## src/rtl/ama_riscv_branch_predictor_pkg.sv

```systemverilog
// Shared types and defaults for the gshare/bimodal branch predictor.
// Includes the 2-bit saturating counter update helper.
package ama_riscv_branch_predictor_pkg;

   typedef enum logic [1:0] {
      BP_SNT = 2'b00,
      BP_WNT = 2'b01,
      BP_WT  = 2'b10,
      BP_ST  = 2'b11
   } bp_cnt_t;

   localparam int BP_PHT_ENTRIES_DEF = 64;
   localparam int BP_GHR_BITS_DEF    = 4;

   function automatic bp_cnt_t bp_cnt_next(
      input bp_cnt_t cnt,
      input logic    taken
   );
      bp_cnt_t nxt;
      nxt = cnt;
      if (taken && (cnt != BP_ST))
         nxt = bp_cnt_t'(cnt + 2'd1);
      else if (!taken && (cnt != BP_SNT))
         nxt = bp_cnt_t'(cnt - 2'd1);
      return nxt;
   endfunction

endpackage

```

## src/rtl/ama_riscv_bp_pht.sv

```systemverilog
// Pattern history table: one async read port, one sync saturating update.
// Reads see the pre-update value when read and write hit the same entry.
module ama_riscv_bp_pht
   import ama_riscv_branch_predictor_pkg::*;
#(
   parameter int         ENTRIES  = BP_PHT_ENTRIES_DEF,
   parameter logic [1:0] CNT_INIT = 2'b01
) (
   input  logic                       clk,
   input  logic                       rst,
   input  logic [$clog2(ENTRIES)-1:0] rd_idx,
   output bp_cnt_t                    rd_cnt,
   input  logic                       wr_en,
   input  logic [$clog2(ENTRIES)-1:0] wr_idx,
   input  logic                       wr_taken
);

   bp_cnt_t pht [ENTRIES];

   always_ff @(posedge clk) begin
      if (rst) begin
         for (int i = 0; i < ENTRIES; i++)
            pht[i] <= bp_cnt_t'(CNT_INIT);
      end else if (wr_en) begin
         pht[wr_idx] <= bp_cnt_next(pht[wr_idx], wr_taken);
      end
   end

   assign rd_cnt = pht[rd_idx];

endmodule

```

## src/rtl/ama_riscv_branch_predictor.sv

```systemverilog
// Direction predictor: predicts the ID branch, checks it in EX, trains at
// resolution with non-speculative global history, and counts branches/mispredicts.
module ama_riscv_branch_predictor
   import ama_riscv_branch_predictor_pkg::*;
#(
   parameter int         PHT_ENTRIES = BP_PHT_ENTRIES_DEF,
   parameter int         GHR_BITS    = BP_GHR_BITS_DEF,
   parameter logic [1:0] CNT_INIT    = 2'b01
) (
   input  logic        clk,
   input  logic        rst,
   input  logic [31:0] pc_id,
   input  logic        branch_inst_id,
   input  logic        stall_id,
   input  logic        flush_ex,
   input  logic        branch_taken_ex,
   output logic        bp_taken,
   output logic        bp_clear,
   output logic [31:0] cnt_branches,
   output logic [31:0] cnt_mispred
);

   localparam int IDX_W = $clog2(PHT_ENTRIES);

   logic [IDX_W-1:0] hist;
   logic [IDX_W-1:0] idx_id;
   logic [IDX_W-1:0] idx_ex;
   logic             valid_ex;
   logic             pred_ex;
   bp_cnt_t          cnt_id;
   logic             unused_bits;

   generate
      if (GHR_BITS > 0) begin : g_ghr
         logic [GHR_BITS-1:0] ghr;
         logic [GHR_BITS-1:0] ghr_nxt;

         if (GHR_BITS == 1) begin : g_one
            assign ghr_nxt = branch_taken_ex;
         end else begin : g_many
            assign ghr_nxt = {ghr[GHR_BITS-2:0], branch_taken_ex};
         end

         // history advances only when a branch resolves in EX
         always_ff @(posedge clk) begin
            if (rst)
               ghr <= '0;
            else if (valid_ex)
               ghr <= ghr_nxt;
         end

         assign hist = IDX_W'(ghr);
      end else begin : g_bimodal
         assign hist = '0;
      end
   endgenerate

   assign idx_id = pc_id[IDX_W+1:2] ^ hist;

   ama_riscv_bp_pht #(
      .ENTRIES  (PHT_ENTRIES),
      .CNT_INIT (CNT_INIT)
   ) u_pht (
      .clk      (clk),
      .rst      (rst),
      .rd_idx   (idx_id),
      .rd_cnt   (cnt_id),
      .wr_en    (valid_ex),
      .wr_idx   (idx_ex),
      .wr_taken (branch_taken_ex)
   );

   assign bp_taken = branch_inst_id & cnt_id[1];
   assign bp_clear = valid_ex & (pred_ex ^ branch_taken_ex);

   // a mispredict also kills the wrong-path branch leaving ID
   always_ff @(posedge clk) begin
      if (rst) begin
         valid_ex     <= 1'b0;
         pred_ex      <= 1'b0;
         idx_ex       <= '0;
         cnt_branches <= '0;
         cnt_mispred  <= '0;
      end else begin
         valid_ex <= branch_inst_id & ~stall_id & ~flush_ex & ~bp_clear;
         if (!stall_id) begin
            pred_ex <= bp_taken;
            idx_ex  <= idx_id;
         end
         if (valid_ex) begin
            cnt_branches <= cnt_branches + 32'd1;
            cnt_mispred  <= cnt_mispred + 32'(bp_clear);
         end
      end
   end

   assign unused_bits = ^{pc_id[31:IDX_W+2], pc_id[1:0], cnt_id[0]};

endmodule

```

## config.mk

```make
export PLATFORM = sky130hd
export DESIGN_NAME = ama_riscv_branch_predictor
export DESIGN_NICKNAME = d
export VERILOG_FILES = /design/src/rtl/ama_riscv_branch_predictor_pkg.sv /design/src/rtl/ama_riscv_bp_pht.sv /design/src/rtl/ama_riscv_branch_predictor.sv
export SDC_FILE = /design/constraint.sdc
export NUM_CORES = 1
export LEC_CHECK = 0
export CORE_ASPECT_RATIO = 0.9
export CORE_MARGIN = 10
export CORE_UTILIZATION = 30
export CTS_BUF_LIST = sky130_fd_sc_hd__clkbuf_4 sky130_fd_sc_hd__clkbuf_8
export CTS_CLUSTER_DIAMETER = 50
export CTS_CLUSTER_SIZE = 25
export DETAILED_ROUTE_END_ITERATION = 8
export PLACE_DENSITY = 0.52
export SKIP_CTS_REPAIR_TIMING = 1
export SLEW_MARGIN = 20
export SYNTH_ARGS = -nofsm -noshare
export SYNTH_HDL_FRONTEND = slang
export SYNTH_SLANG_ARGS = --single-unit
```

## constraint.sdc

```tcl
create_clock -name clk -period 4.2 [get_ports clk]
set_clock_uncertainty 0.15 [all_clocks]
set_input_delay 0.63 -clock clk [delete_from_list [all_inputs] [get_ports clk]]
set_output_delay 0.63 -clock clk [all_outputs]
set_load 0.1 [all_outputs]
```

## Word level (Yosys, flattened, before mapping)

Memory sizes are Yosys's and may differ from the RTL's. A register that Yosys moved wholly into a read port is not among the register bits.
Index checks and enable logic that the tools add are counted.
Widths: inputs -> output; s select.

| word-level totals | value |
|---|---|
| bits in registers | 76 |
| RAM bits | 128 |
| output and inout bits | 66 |
| logic and storage cells | 41 |
| memories | 1 |

| cells by class | value |
|---|---|
| $add $sub $neg | 4 |
| equal/unequal tests | 1 |
| muxes and demuxes | 14 |
| bitwise gates (word level) | 10 |
| reductions and logical operators | 5 |

Memories:

| memory | depth | bits a word | read ports | clocked after memory_dff | wr ports | line | source |
|---|---|---|---|---|---|---|---|
| u_pht.pht | 64 | 2 | 2 | 1 | 64 | ama_riscv_bp_pht.sv:18 | `bp_cnt_t pht [ENTRIES];` |

Operator list:

| operator | count |
|---|---|
| $add 32x1->32 | 1 |
| $add 32x1->32 const B | 1 |
| $mux 6 | 3 |
| $mux 2 | 5 |
| $mux 1 | 6 |
| $xor 6x4->6 | 1 |
| $and 1x1->1 | 5 |
| $not 1->1 | 3 |
| $add 2x1->2 const B | 1 |
| $logic_and 1x1->1 | 2 |
| $ne 2x2->1 const B | 1 |
| $reduce_bool 2->1 | 1 |
| $reduce_or 2->1 | 1 |
| $sub 2x1->2 const B | 1 |
| $logic_not 1->1 | 1 |
| $xor 1x1->1 | 1 |

## Logic depth before layout (Yosys ltp)

Gate-level depths: netlist of the first run.

| logic depth | value |
|---|---|
| depth in word-level cells | 7 |
| depth in mapped cells | 18 |
| gate-level depth less buffers | 12 |

## Hierarchy

Synthesis of the first run repeated with hierarchy kept, for this count alone.

| unflattened totals | value |
|---|---|
| cells, all modules | 1083 |
| area, all modules | 11360.9 µm² |

By module, submodules not included:

| module | instances | cells an instance | area an instance (µm²) |
|---|---|---|---|
| ama_riscv_bp_pht | 1 | 668 | 7751.2 |
| ama_riscv_branch_predictor | 1 | 415 | 3609.7 |

## Least setup slack after synthesis of the first run

OpenSTA, ideal clock, no wires.

| timing | value |
|---|---|
| path kind | in2out |
| start point | input port pc_id[2] |
| end point | output port bp_taken |
| arrival | 4234 ps |
| required time | 3420 ps |
| slack | -814 ps |
| stages on the path | 7 |
| cells stage by stage | xor2_1 -> buf_2 -> mux4_2 -> nand3_1 -> a31oi_1 -> a311oi_1 -> nor3b_1 |

| between the ends | value |
|---|---|
| longest elaborated chain between the ends | 3 |

Ends and longest elaborated chain:

| item | line | source |
|---|---|---|
| start, declared | ama_riscv_branch_predictor.sv:12 | `input logic [31:0] pc_id,` |
| $xor 6x4->6 | ama_riscv_branch_predictor.sv:58 | `assign idx_id = pc_id[IDX_W+1:2] ^ hist;` |
| $mem_v2 64x2 | n/a |  |
| $and 1x1->1 | ama_riscv_branch_predictor.sv:73 | `assign bp_taken = branch_inst_id & cnt_id[1];` |
| end, declared | ama_riscv_branch_predictor.sv:17 | `output logic bp_taken,` |

No other way between the ends.

## Final worst setup path of the first run

| timing | value |
|---|---|
| start point | input port pc_id[3] |
| end point | output port bp_taken |

Same word-level chain as after synthesis.

==> impl_summary.log, run 1 <==
[metrics] result of the run: completed
[metrics] height of the die: 199.4 µm
[metrics] post-route fraction of the period consumed by the critical path: 94.59%
[metrics] final layout net count: 1,129
[metrics] number of warnings printed during yosys synthesis: 0
[metrics] Worst slew margin: 30.52%
[metrics] cell count after synthesis: 1,016
[metrics] number of input and output port buffers inserted: 77
[metrics] sum of net half-perimeters after detailed placement: 20,110 µm
[metrics] Starting Density: 30.46%
[metrics] max-slew violation count: 0
[metrics] remaining design rule violation count: 0
[metrics] number of H-tree levels: 1
[metrics] proportion of synthesized chip area in sequential cells: 51.14%
[metrics] cell area after synthesis: 10,730 µm²
[metrics] net count after synthesis: 1,059
[metrics] transition time of the tightest slew-check pin: 1039 ps
[metrics] Final Wtd Congestion: 0.7758
[metrics] Peak supply drop: 237.8 µV
[metrics] crit start category: input pin
[metrics] share of post-route cells with drive strength above 1: 19.24%
[metrics] Place WS: 85.35 ps
[metrics] final setup violation count: 0
[metrics] Avg Synthesized Cell Area: 10.56 µm²
[metrics] vias in the first global route: 7,839
[metrics] data required time of the critical path: 3420 ps
[metrics] worst hold path class: in2reg
[metrics] clk slew on worst S/H paths: 90 ps
[metrics] global-route wire length before repair: 47,050 µm
[metrics] DR vias/cell: 5.032
[metrics] most instantiated flip-flop cell in the synthesis netlist: sky130_fd_sc_hd__edfxtp_1
[metrics] critical-path maximum fanout: 10
[metrics] placed cell count: 1,526
[metrics] proportion of synthesized flip-flops having asynchronous set or reset: 0%
[metrics] clock tree from TritonCTS: built
[metrics] placeable core area: 35,220 µm²
[metrics] layout overhead on the synthesized area: 19.35%
[metrics] Max Buffers Root-to-Sink: 3
[metrics] kind of critical path: in2out
[metrics] number of hold violations in the final report: 0
[metrics] Routed WL: 30,560 µm
[metrics] ratio of total power to cell area: 353.7 nW/µm²
[metrics] Min Clock Period, post-route: 3973 ps
[metrics] # IOs: 104
[metrics] Fmax: 251.7 MHz
[metrics] Clk Tree Root Cell: sky130_fd_sc_hd__clkbuf_8
[metrics] clock latency on the worst-skew pair: 620 ps
[metrics] CP endpoint kind: primary output
[metrics] number of synthesized flops with an enable pin: 128
[metrics] initial antenna violation count: 0
[metrics] number of buffers inserted during clock tree synthesis: 27
[metrics] slowest CP cell: sky130_fd_sc_hd__clkdlybuf4s50_1
[metrics] commonest cells in the netlist: sky130_fd_sc_hd__nand2_1, sky130_fd_sc_hd__nor2_1, sky130_fd_sc_hd__edfxtp_1, sky130_fd_sc_hd__dfxtp_1, sky130_fd_sc_hd__a21oi_1
[metrics] cell row count: 65
[metrics] die area: 43,720 µm²
[metrics] slack of the critical path: 227.1 ps
[metrics] wire per inst: 19.39 µm
[metrics] number of maximum-capacitance constraint violations: 0
[metrics] cells along the critical path: clkdlybuf4s50_1 -> xor2_2 -> buf_4 -> mux4_2 -> nor2_1 -> nor4_1 -> nor4b_1 -> buf_4 -> nor3b_2 -> buf_12
[metrics] total overflow reported by the global router: 0
[metrics] Overall Global Routing Usage: 13.77%
[metrics] slowest cell delay on critical path: 570 ps
[metrics] Synth cell types: 50
[metrics] area share of the largest cell type after synthesis: 35.84%
[metrics] pin count of the biggest net entering global routing: 73
[metrics] RSZ-0062 raised after global routing: false
[metrics] post-synthesis sequential element count: 210
[metrics] area leader, netlist: sky130_fd_sc_hd__edfxtp_1
[metrics] cell repeated most along the worst path: sky130_fd_sc_hd__buf_4
[metrics] 1st-pass router iterations: 5
[metrics] top cell family by delay on the critical path: buffers and inverters
[metrics] count of buffer and inverter cells on the critical path: 4
[metrics] P_leak: 3.911 nW
[metrics] Cell Count, Final, Fillers Out: 1,576
[metrics] ranking of synthesized cells by area: sky130_fd_sc_hd__edfxtp_1, sky130_fd_sc_hd__dfxtp_1, sky130_fd_sc_hd__mux4_2, sky130_fd_sc_hd__nand2_1, sky130_fd_sc_hd__nor2_1
[metrics] TritonCTS sink count: 210
[metrics] Die Wd: 219.3 µm
[metrics] number of nets with antenna violations after detailed routing: 0
[metrics] arrival time at the worst endpoint: 3190 ps
[metrics] vias: 7,931
[metrics] ant diodes: 0
[metrics] drt initial violations: 545
## report_power, final
group	internal, W	total, W	switching, W
registers	0.00221	0.00224	0.0000376
logic	0.000189	0.000517	0.000329
clock network	0.000851	0.00177	0.000916
total	0.00325	0.00453	0.00128
## metrics by stage
step                setup TNS, ps  hold WS (ps)  area (µm²)  power, W  util [%]
CTS                             0         222.6       12780  0.004574     36.30
global route                    0         245.3       12800  0.004709     36.35
floorplan                  -608.3         310.1       10730  0.002596         -
finish                          0         243.1       12800  0.004528     36.35
detailed placement              0         330.6       12160  0.002808     34.53
global placement                0         323.8       12160  0.002807     34.53
## registers in the layout (all words and copies together) (netlist names), named ones only
signal / flops
cnt_mispred: 32
g_ghr.ghr: 4
idx_ex: 6
valid_ex: 1
u_pht.pht: 128
cnt_branches: 32
pred_ex: 1
## placed cells by master, fill, tap and decap left out, types with 4 or more instances in the layout
cell,count
sky130_fd_sc_hd__nor2_1,149
sky130_fd_sc_hd__nand2_1,149
sky130_fd_sc_hd__edfxtp_1,128
sky130_fd_sc_hd__dfxtp_1,79
sky130_fd_sc_hd__clkdlybuf4s50_1,74
sky130_fd_sc_hd__a21oi_1,63
sky130_fd_sc_hd__or2_2,60
sky130_fd_sc_hd__mux4_2,51
sky130_fd_sc_hd__xor2_1,36
sky130_fd_sc_hd__nand3_1,33
sky130_fd_sc_hd__buf_4,28
sky130_fd_sc_hd__clkbuf_8,27
sky130_fd_sc_hd__xnor2_1,26
sky130_fd_sc_hd__mux2i_1,22
sky130_fd_sc_hd__nand4_1,22
sky130_fd_sc_hd__nor3_1,12
sky130_fd_sc_hd__nor4_1,9
sky130_fd_sc_hd__inv_1,9
sky130_fd_sc_hd__o21ai_0,8
sky130_fd_sc_hd__and4_1,8
sky130_fd_sc_hd__inv_6,8
sky130_fd_sc_hd__buf_12,8
sky130_fd_sc_hd__nand2b_1,7
sky130_fd_sc_hd__and3_1,7
sky130_fd_sc_hd__or3_1,6
sky130_fd_sc_hd__nor2b_1,5
sky130_fd_sc_hd__a211oi_1,5
sky130_fd_sc_hd__a2111oi_0,5
sky130_fd_sc_hd__ha_1,5
sky130_fd_sc_hd__mux2_2,4
sky130_fd_sc_hd__and2_1,4
## worst reg2reg max path: stages (launching register included)
cell	delay, ps
sky130_fd_sc_hd__dfxtp_2	360
sky130_fd_sc_hd__buf_12	230
sky130_fd_sc_hd__mux4_2	550
sky130_fd_sc_hd__mux4_2	510
sky130_fd_sc_hd__mux2i_1	240
sky130_fd_sc_hd__mux2i_2	180
sky130_fd_sc_hd__inv_1	90
sky130_fd_sc_hd__ha_1	240
sky130_fd_sc_hd__o21bai_1	330
sky130_fd_sc_hd__o22ai_1	180
sky130_fd_sc_hd__buf_4	240
sky130_fd_sc_hd__a2111oi_0	430
## final timing paths
| kind | startpoint | end | slack (ps) | depth (start not counted) |
|---|---|---|---|---|
| setup / recovery | pc_id[3] | bp_taken | 230 | 10 |
| hold / removal | rst | idx_ex[3]$_SDFFE_PP0N_ | 240 | 2 |
| setup reg to reg | register | u_pht.pht[44][1]$_SDFFCE_PN0P_ | 260 | 11 |
| hold reg to reg | pred_ex$_SDFFE_PP0N_ | pred_ex$_SDFFE_PP0N_ | 340 | 2 |
## cell families after synthesis
group / after synthesis / share of synthesized area, %
adders and majority gates: 5 / 0.5833
and+or+nand+nor: 482 / 21.00
xor gates and xnor gates: 65 / 5.483
buffers and inverters: 77 / 3.068
AOI/OAI and AO/OA: 99 / 5.413
muxes: 78 / 13.31
DFF: 210 / 51.14
## final cells by class
cell class	count	area, µm²
sequential	210	5489
clock inverter	22	246.5
timing repair buffer	110	1111
clock buffer	28	379.1
tap	469	586.8
fill	3523	22410
inverter	8	30.03
multi-input combinational	729	4959
## metal layers
layer / track usage, % / wire length (µm) / vias up
li1: - / - / 3768
met1: 19.37 / 14260 / 3926
met2: 21.30 / 14040 / 188
met3: 2.509 / 1608 / 49
met4: 3.572 / 648 / 0
met5: 0 / 0 / -
Power figures use the tool's default switching activity.
==> run 2, diff against run 1 <==
--- a/config.mk
+++ b/config.mk
@@ -7,12 +7,12 @@
 export LEC_CHECK = 0
 export CORE_ASPECT_RATIO = 0.9
 export CORE_MARGIN = 10
-export CORE_UTILIZATION = 30
+export CORE_UTILIZATION = 40
 export CTS_BUF_LIST = sky130_fd_sc_hd__clkbuf_4 sky130_fd_sc_hd__clkbuf_8
 export CTS_CLUSTER_DIAMETER = 50
 export CTS_CLUSTER_SIZE = 25
 export DETAILED_ROUTE_END_ITERATION = 8
-export PLACE_DENSITY = 0.52
+export PLACE_DENSITY = 0.65
 export SKIP_CTS_REPAIR_TIMING = 1
 export SLEW_MARGIN = 20
 export SYNTH_ARGS = -nofsm -noshare
==> impl_summary.log, run 2 (synthesis results as in run 1) <==
[metrics] CP endpoint kind: primary output
[metrics] ratio of total power to cell area: 357.4 nW/µm² (+1.0%)
[metrics] Routed WL: 28,000 µm (-8.4%)
[metrics] number of input and output port buffers inserted: 77 (unchanged)
[metrics] cell row count: 56 (-14%)
[metrics] clock latency on the worst-skew pair: 560 ps (-60 ps)
[metrics] P_leak: 3.946 nW (+0.89%)
[metrics] register ranked first by flip-flop count: u_pht.pht
[metrics] share of post-route cells with drive strength above 1: 19.37% (+0.13 points)
[metrics] total overflow reported by the global router: 0 (unchanged)
[metrics] max reg flops: 128 (unchanged)
[metrics] Fmax: 245.0 MHz (-2.7%)
[metrics] wire per inst: 19.21 µm (-0.95%)
[metrics] DR vias/cell: 5.549 (+10%)
[metrics] post-route fraction of the period consumed by the critical path: 97.18% (+2.6 points)
[metrics] Clk Tree Root Cell: sky130_fd_sc_hd__clkbuf_8
[metrics] worst hold path class: reg2reg
[metrics] layout overhead on the synthesized area: 18.15%
[metrics] clock tree from TritonCTS: built
[metrics] final layout net count: 1,134 (+0.44%)
[metrics] transition time of the tightest slew-check pin: 1034 ps (-5.162 ps)
[metrics] minimum hold slack: 338.2 ps (+95.19 ps)
[metrics] final setup violation count: 0 (unchanged)
[metrics] drt initial violations: 756 (+39%)
[metrics] leading registers by flop count: u_pht.pht: 128 flops, cnt_branches: 32 flops, cnt_mispred: 32 flops
[metrics] height of the die: 175.3 µm (-12%)
[metrics] # IOs: 104 (unchanged)
[metrics] Die Wd: 192.6 µm (-12%)
[metrics] Max Buffers Root-to-Sink: 3 (unchanged)
[metrics] result of the run: completed
[metrics] clk slew on worst S/H paths: 70 ps (-20 ps)
[metrics] total placed instance area: 12,040 µm² (-0.98%)
[metrics] number of H-tree levels: 1 (unchanged)
[metrics] Min Clock Period, post-route: 4081 ps (+108.6 ps)
[metrics] sum of net half-perimeters after detailed placement: 18,910 µm (-6.0%)
[metrics] critical-path maximum fanout: 14 (+4)
[metrics] initial antenna violation count: 0 (unchanged)
[metrics] crit start category: input pin
[metrics] global-route wire length before repair: 43,610 µm (-7.3%)
[metrics] number of nets with antenna violations after detailed routing: 0 (unchanged)
[metrics] Overall Global Routing Usage: 16.15% (+2.4 points)
[metrics] area of all placed cells without fillers: 12,670 µm² (-1.0%)
[metrics] RSZ-0062 raised after global routing: true
[metrics] kind of critical path: in2out
[metrics] Peak supply drop: 222.2 µV (-6.5%)
[metrics] pin count of the biggest net entering global routing: 85 (+16%)
[metrics] Starting Density: 40.93% (+10 points)
[metrics] number of buffers inserted during clock tree synthesis: 26 (-3.7%)
[metrics] vias: 8,091 (+2.0%)
[metrics] arrival time at the worst endpoint: 3300 ps (+110 ps)
[metrics] remaining design rule violation count: 0 (unchanged)
[metrics] Cell Count, Final, Fillers Out: 1,458 (-7.5%)
[metrics] top library cells by usage in the layout, fill and taps aside: sky130_fd_sc_hd__nor2_1, sky130_fd_sc_hd__nand2_1, sky130_fd_sc_hd__edfxtp_1, sky130_fd_sc_hd__dfxtp_1, sky130_fd_sc_hd__clkdlybuf4s50_1
[metrics] vias in the first global route: 7,717 (-1.6%)
[metrics] placeable core area: 26,210 µm² (-26%)
[metrics] max-slew violation count: 0 (unchanged)
[metrics] die area: 33,770 µm² (-23%)
[metrics] TritonCTS sink count: 210 (unchanged)
[metrics] placed cell count: 1,411 (-7.5%)
[metrics] number of hold violations in the final report: 0 (unchanged)
[metrics] number of maximum-capacitance constraint violations: 0 (unchanged)
[metrics] Worst slew margin: 30.86% (+0.35 points)
[metrics] Final Wtd Congestion: 0.8166 (+5.3%)
[metrics] data required time of the critical path: 3420 ps (about the same)
[metrics] 1st-pass router iterations: 5 (unchanged)
[metrics] ant diodes: 0 (unchanged)
[metrics] Setup Total Neg Slack: 0 ps (unchanged)
==> run 2: layout make-up <==
cell class | count | area [µm²]
fillers | 2387 | 13530
flip-flops and latches | 210 | 5488
multi-input cells | 729 | 4956
repair buffers | 116 | 1144
well taps | 348 | 435.4
clock buffers | 32 | 402.9
clock inverters | 15 | 216.5
inverters | 8 | 30.03
==> run 2: worst paths after layout <==
check | startpoint | end | slack [ps] | depth (start not counted)
hold / removal | pred_ex$_SDFFE_PP0N_ | pred_ex$_SDFFE_PP0N_ | 340 | 2
setup reg to reg | register | u_pht.pht[15][1]$_SDFFCE_PN0P_ | 140 | 12
setup / recovery | pc_id[2] | bp_taken | 120 | 10
hold reg to reg | pred_ex$_SDFFE_PP0N_ | pred_ex$_SDFFE_PP0N_ | 340 | 2
==> run 2: power by group <==
| group | leakage, nW | internal [W] | total, W | switching (W) |
|---|---|---|---|---|
| Clock | 0.326 | 0.000959 | 0.00176 | 0.000806 |
| Sequential | 1.76 | 0.00221 | 0.00224 | 0.0000342 |
| Combinational | 1.86 | 0.000201 | 0.000523 | 0.000322 |
| Total | 3.95 | 0.00337 | 0.00453 | 0.00116 |
==> run 2: routing by layer <==
metal,wire [µm],global-route usage (%),vias to the layer above
met5,0,0,-
met1,12550,22.90,3924
li1,-,-,3777
met3,2504,3.347,45
met2,12270,24.40,345
met4,678,4.358,0
==> run 2: stage by stage <==
| step | total power (W) | util (%) | worst slack, ps |
|---|---|---|---|
| floorplan | 0.002596 | - | -15.43 |
| global placement | 0.002800 | 45.95 | 30.17 |
| detailed placement | 0.002804 | 45.95 | 62.98 |
| CTS | 0.004549 | 48.31 | 53.95 |
| global route | 0.004690 | 48.36 | -26.70 |
| finish | 0.004529 | 48.36 | 118.6 |
==> run 2: critical path: stages <==
cell and delay [ps]:
sky130_fd_sc_hd__clkdlybuf4s50_1 560, sky130_fd_sc_hd__xor2_2 200, sky130_fd_sc_hd__buf_12 200, sky130_fd_sc_hd__mux4_2 510, sky130_fd_sc_hd__mux2i_1 270, sky130_fd_sc_hd__o21ai_0 160, sky130_fd_sc_hd__a311oi_2 350, sky130_fd_sc_hd__buf_4 180
sky130_fd_sc_hd__nor3b_2 50, sky130_fd_sc_hd__buf_12 170
==> run 3, diff against run 2 <==
--- a/config.mk
+++ b/config.mk
@@ -7,12 +7,12 @@
 export LEC_CHECK = 0
 export CORE_ASPECT_RATIO = 0.9
 export CORE_MARGIN = 10
-export CORE_UTILIZATION = 40
+export CORE_UTILIZATION = 54
 export CTS_BUF_LIST = sky130_fd_sc_hd__clkbuf_4 sky130_fd_sc_hd__clkbuf_8
 export CTS_CLUSTER_DIAMETER = 50
 export CTS_CLUSTER_SIZE = 25
 export DETAILED_ROUTE_END_ITERATION = 8
-export PLACE_DENSITY = 0.65
+export PLACE_DENSITY = 0.82
 export SKIP_CTS_REPAIR_TIMING = 1
 export SLEW_MARGIN = 20
 export SYNTH_ARGS = -nofsm -noshare
==> impl_summary.log, run 3 (synthesis results as in run 1) <==
[metrics] critical-path maximum fanout: 6 (-8)
[metrics] wire per inst: 20.22 µm (+5.3%)
[metrics] Worst slew margin: 31.54% (+0.68 points)
[metrics] area of all placed cells without fillers: 12,430 µm² (-1.9%)
[metrics] register ranked first by flip-flop count: u_pht.pht
[metrics] minimum hold slack: 310.9 ps (-27.39 ps)
[metrics] arrival time at the worst endpoint: 3250 ps (-50 ps)
[metrics] 1st-pass router iterations: 5 (unchanged)
[metrics] proportion of power drawn by the clock network: 34.2% (-4.8 points)
[metrics] max reg flops: 128 (unchanged)
[metrics] launch point of the critical path: pc_id[3]
[metrics] global-route wire length before repair: 42,320 µm (-2.9%)
[metrics] Min Clock Period, post-route: 4032 ps (-49.57 ps)
[metrics] ant diodes: 0 (unchanged)
[metrics] Routed WL: 27,190 µm (-2.9%)
[metrics] number of buffers inserted during clock tree synthesis: 21 (-19%)
[metrics] reg-to-reg slack, setup: 180 ps (+40 ps)
[metrics] reg-to-reg critical path endpoint: u_pht.pht[51][1]$_SDFFCE_PN0P_
[metrics] RSZ-0062 raised after global routing: false
[metrics] clk slew on worst S/H paths: 120 ps (+50 ps)
[metrics] TritonCTS sink count: 210 (unchanged)
[metrics] sum of net half-perimeters after detailed placement: 18,490 µm (-2.2%)
[metrics] ratio of total power to cell area: 337.7 nW/µm² (-5.5%)
[metrics] final layout net count: 1,124 (-0.88%)
[metrics] slowest cell delay on critical path: 540 ps (-20 ps)
[metrics] fraction of power spent switching nets: 28.35% (+2.7 points)
[metrics] Die Wd: 168.6 µm (-12%)
[metrics] share of post-route cells with drive strength above 1: 18.36% (-1.0 points)
[metrics] number of nets with antenna violations after detailed routing: 0 (unchanged)
[metrics] Max Buffers Root-to-Sink: 3 (unchanged)
[metrics] transition time of the tightest slew-check pin: 1024 ps (-10.17 ps)
[metrics] Final Wtd Congestion: 0.8730 (+6.9%)
[metrics] relative contribution of sequential cells to total power: 53.4% (+3.9 points)
[metrics] clock tree from TritonCTS: built
[metrics] cells on worst reg2reg path: 12 (unchanged)
[metrics] leading registers by flop count: u_pht.pht: 128 flops, cnt_branches: 32 flops, cnt_mispred: 32 flops
[metrics] number of maximum-capacitance constraint violations: 0 (unchanged)
[metrics] initial antenna violation count: 0 (unchanged)
[metrics] vias in the first global route: 7,919 (+2.6%)
[metrics] # IOs: 104 (unchanged)
[metrics] Starting Density: 55.46% (+15 points)
[metrics] cells along the critical path: clkdlybuf4s50_1 -> xor2_1 -> buf_4 -> mux4_2 -> o221ai_1 -> nor3_1 -> nor4b_2 -> buf_4 -> nor3b_2 -> buf_12
[metrics] fillcell total: 1,482 (-38%)
[metrics] post-route core utilization: 64.26% (+16 points)
[metrics] Overall Global Routing Usage: 19.84% (+3.7 points)
[metrics] total placed instance area: 11,920 µm² (-0.99%)
[metrics] relative contribution of combinational cells to total power: 12.4% (+0.8 points)
[metrics] Clk Tree Root Cell: sky130_fd_sc_hd__clkbuf_8
[metrics] top library cells by usage in the layout, fill and taps aside: sky130_fd_sc_hd__nor2_1, sky130_fd_sc_hd__nand2_1, sky130_fd_sc_hd__edfxtp_1, sky130_fd_sc_hd__dfxtp_1, sky130_fd_sc_hd__clkdlybuf4s50_1
[metrics] die area: 25,910 µm² (-23%)
[metrics] Switching Power: 0.001190 W (+2.4%)
[metrics] placeable core area: 19,340 µm² (-26%)
[metrics] Fmax: 248.0 MHz (+1.2%)
[metrics] start point of the worst hold path: rst
[metrics] remaining design rule violation count: 0 (unchanged)
[metrics] worst hold path class: in2reg
[metrics] slowest CP cell: sky130_fd_sc_hd__clkdlybuf4s50_1
[metrics] layout overhead on the synthesized area: 15.87%
[metrics] total overflow reported by the global router: 0 (unchanged)
[metrics] vias: 8,228 (+1.7%)
[metrics] cell row count: 48 (-14%)
[metrics] number of input and output port buffers inserted: 77 (unchanged)
[metrics] kind of critical path: in2out
[metrics] pin count of the biggest net entering global routing: 67 (-21%)
[metrics] internal power: 0.003007 W (-11%)
[metrics] Peak supply drop: 311.3 µV (+40%)
[metrics] data required time of the critical path: 3420 ps (about the same)
[metrics] critical path endpoint: bp_taken
[metrics] P_leak: 3.849 nW (-2.4%)
[metrics] height of the die: 153.7 µm (-12%)
[metrics] post-route fraction of the period consumed by the critical path: 96.00% (-1.2 points)
[metrics] result of the run: completed
[metrics] number of hold violations in the final report: 0 (unchanged)
[metrics] DR vias/cell: 6.117 (+10%)
[metrics] cell repeated most along the worst path: sky130_fd_sc_hd__buf_4
[metrics] final setup violation count: 0 (unchanged)
[metrics] CP endpoint kind: primary output
[metrics] number of H-tree levels: 1 (unchanged)
[metrics] crit start category: input pin
[metrics] clock latency on the worst-skew pair: 560 ps (about the same)
[metrics] max-slew violation count: 0 (unchanged)
[metrics] drt initial violations: 948 (+25%)
## run 3: changes by cell type in the layout (fill, tap and decap cells not counted), sizes merged
cell      delta
clkbuf      -11
buf          -6
inv          +5
bufinv       -4
clkinv       -2
clkinvlp     +2
xnor2        +1
## run 3: stage by stage
step	setup WS, ps	setup TNS (ps)	power, W	std cells
finish	168.1	0	0.004197	1345
global route	33.80	0	0.004315	1345
CTS	66.22	0	0.004190	1344
detailed placement	101.9	0	0.002793	1307
global placement	111.2	0	0.002782	1307
floorplan	-15.43	-608.3	0.002596	1016
## run 3: how the worst min path moves through the flow
stage | end | cells past startpoint
after floorplan | pred_ex$_SDFFE_PP0N_ | 2
after global placement | pred_ex$_SDFFE_PP0N_ | 2
after detailed placement | pred_ex$_SDFFE_PP0N_ | 2
after CTS | cnt_mispred[0]$_SDFFE_PP0P_ | 2
after global routing | cnt_mispred[0]$_SDFFE_PP0P_ | 2
final | cnt_mispred[0]$_SDFFE_PP0P_ | 2
## run 3: cell type report
cell class / count / area [µm²] / share of cell area [%]
Timing Repair Buffer: 110 / 1149 / 9.243
Sequential cell: 210 / 5487 / 44.15
Inverter: 8 / 30.03 / 0.2416
Tap cell: 250 / 312.8 / 2.517
Clock inverter: 16 / 181.4 / 1.460
Clock buffer: 21 / 289.0 / 2.326
Multi-Input combinational cell: 730 / 4979 / 40.06
## run 3: layer usage
metal	wire length, µm	up-vias	GRT usage, %
met5	0	-	0
met4	574	0	5.510
met3	2830	46	4.740
met2	12770	428	31.43
met1	11020	3996	26.69
li1	-	3758	-
## run 3: critical path, delay by kind of cell
| kind | cells | cell delay, ps |
|---|---|---|
| AOI/OAI and AO/OA | 1 | 250 |
| muxes | 1 | 530 |
| and+or+nand+nor | 3 | 500 |
| buffers and inverters | 4 | 1110 |
| xor gates and xnor gates | 1 | 220 |
## run 3: power by group through the flow
stage | Sequential, W | Clock [W] | Combinational [W]
after floorplan | 0.00227 | 0 | 0.000329
after global placement | 0.00228 | 0 | 0.000497
after detailed placement | 0.00229 | 0 | 0.000506
after CTS | 0.00224 | 0.00144 | 0.000507
after global routing | 0.00224 | 0.00152 | 0.000551
final | 0.00224 | 0.00143 | 0.000521
==> RTL edit (settings of run 1) <==
`BP_GHR_BITS_DEF`: 4 -> 3.
--- a/src/rtl/ama_riscv_branch_predictor_pkg.sv
+++ b/src/rtl/ama_riscv_branch_predictor_pkg.sv
@@ -10,7 +10,7 @@
    } bp_cnt_t;
 
    localparam int BP_PHT_ENTRIES_DEF = 64;
-   localparam int BP_GHR_BITS_DEF    = 4;
+   localparam int BP_GHR_BITS_DEF    = 3;
 
    function automatic bp_cnt_t bp_cnt_next(
       input bp_cnt_t cnt,
Check against the original RTL: not equivalent (a bounded check fails within 10 cycles, from zero or initial values and one cycle with rst high).
==> RTL edit against run 1 <==
Clock power is 5% lower; largest cell class unchanged; sequential cell count is 1 lower; highest routed layer unchanged; via count is 3.9% lower; area after synthesis is 1.7% lower; final area is 1.7% lower; register-to-register slack better by 0.15 ns; die area is 1.5% lower; power is 3.6% lower; fmax is 0.41% higher; routed wire length is 5.1% lower; combinational power is 13% lower; core utilization is 0.30 points lower; critical path type unchanged; worst setup slack better by 0.016 ns; hold slack better by 0.10 ns.
==> RTL edit: results (changes against run 1) <==
* Outcome: finished, final reports clean (unchanged)
* Number of global-route vias before repair at 7426 (was 7839)
* Post-Route WL at 29.00 mm (was 30.56 mm)
* R2R Setup Slk at 0.41 ns (was 0.26 ns)
* Filler cell count at 3425 (was 3523)
* Multiplexer area fraction after synthesis at 13.79% (was 13.31%)
* Commonest cells in the netlist: edfxtp_1 (128), nand2_1 (93), nand3_1 (91) (was nand2_1 (149), nor2_1 (149), edfxtp_1 (128))
* Initial antenna violation count at 1 (was 0)
* Share of layout cells above drive strength 1 at 14.24% (was 19.24%)
* Hold WC Path Type: reg2reg (was in2reg)
* Rel. slew slack at 30.51% (was 30.52%)
* Synth Area in XOR/XNOR at 5.090% (was 5.483%)
* Skew-Pair Late Insertion Delay at 0.57 ns (was 0.62 ns)
* Compound-gate portion of the synthesized area at 5.375% (was 5.413%)
* Nets at 1062 (was 1129)
* Placement Cell Area at 0.01199 mm2 (was 0.01216 mm2)
* Vias at 7623 (was 7931)
* Seq/Total Area, Yosys at 51.83% (was 51.14%)
* First-pass GRT wire length at 45.22 mm (was 47.05 mm)
* CTS Buf Count at 26 (was 27)
* R2R cell count at 10 (was 11)
* Avg Cell Area, Syn at 10.97 um2 (was 10.56 um2)
* Min-Delay Endpoint: cnt_mispred[31] (was idx_ex[3])
* Initial DRC Count at 646 (was 545)
* Total Routing Usage GR at 13.34% (was 13.77%)
* Syn nets at 1004 (was 1059)
* Maximum VDD drop at 175.6 uV (was 237.8 uV)
* Crit path from: pc_id[2] (was pc_id[3])
* Max incr delay on CP at 0.53 ns (was 0.57 ns)
* Layout Cells excl Fill at 1509 (was 1576)
* Largest cells by area after synthesis: edfxtp_1 (36%), dfxtp_1 (15%), mux4_2 (9.8%) (was edfxtp_1 (36%), dfxtp_1 (15%), mux4_2 (11%))
==> RTL edit: cell families after synthesis <==
kind of cell / Yosys count
AND/OR/NAND/NOR: 414
XOR/XNOR: 57
flip-flops: 209
multiplexers: 87
adder cells (fa/ha/maj): 5
AO/OA/AOI/OAI: 102
buffers and inverters: 87
==> RTL edit: critical path, delay by kind of cell <==
family        cells  cell delay, ns
mux               3            0.91
buf+inv           3            0.90
simple gates      2            0.52
xor+xnor          1            0.21
==> RTL edit: where the power goes <==
group | total, mW | switching, mW | internal (mW)
Combinational | 0.450 | 0.285 | 0.165
Clock | 1.68 | 0.860 | 0.817
Sequential | 2.24 | 0.0407 | 2.20
Total | 4.37 | 1.19 | 3.18
==> RTL edit: area by class of cell <==
| cell class | instances | area share, % |
|---|---|---|
| repair buffers | 108 | 8.812 |
| well taps | 469 | 4.665 |
| clock buffers | 31 | 3.292 |
| diodes | 1 | 0.01989 |
| multi-input cells | 665 | 38.07 |
| clock inverters | 17 | 1.412 |
| inverters | 9 | 0.2685 |
| flip-flops and latches | 209 | 43.46 |
==> RTL edit: worst max-delay path by stage <==
stage / to / cells after the start
2_1_floorplan: bp_taken / 7
3_3_place_gp: bp_taken / 9
3_5_place_dp: bp_taken / 9
4_1_cts: bp_taken / 9
5_1_grt: u_pht.pht[32][0] / 11
6_report: bp_taken / 9
==> RTL edit: metrics by stage <==
stage / total power, mW / setup WS (ns)
final: 4.365 / 0.2434
after global routing: 4.522 / 0.1003
after CTS: 4.413 / 0.2379
after detailed placement: 2.739 / 0.2376
after global placement: 2.738 / 0.2711
after floorplan: 2.569 / 0.3075
==> RTL edit: routing by layer <==
metal	track usage (%)	part of all wire (%)
met3	1.937	4.7
met1	18.57	46
met4	3.596	2.0
met2	21.20	47
met5	0	0
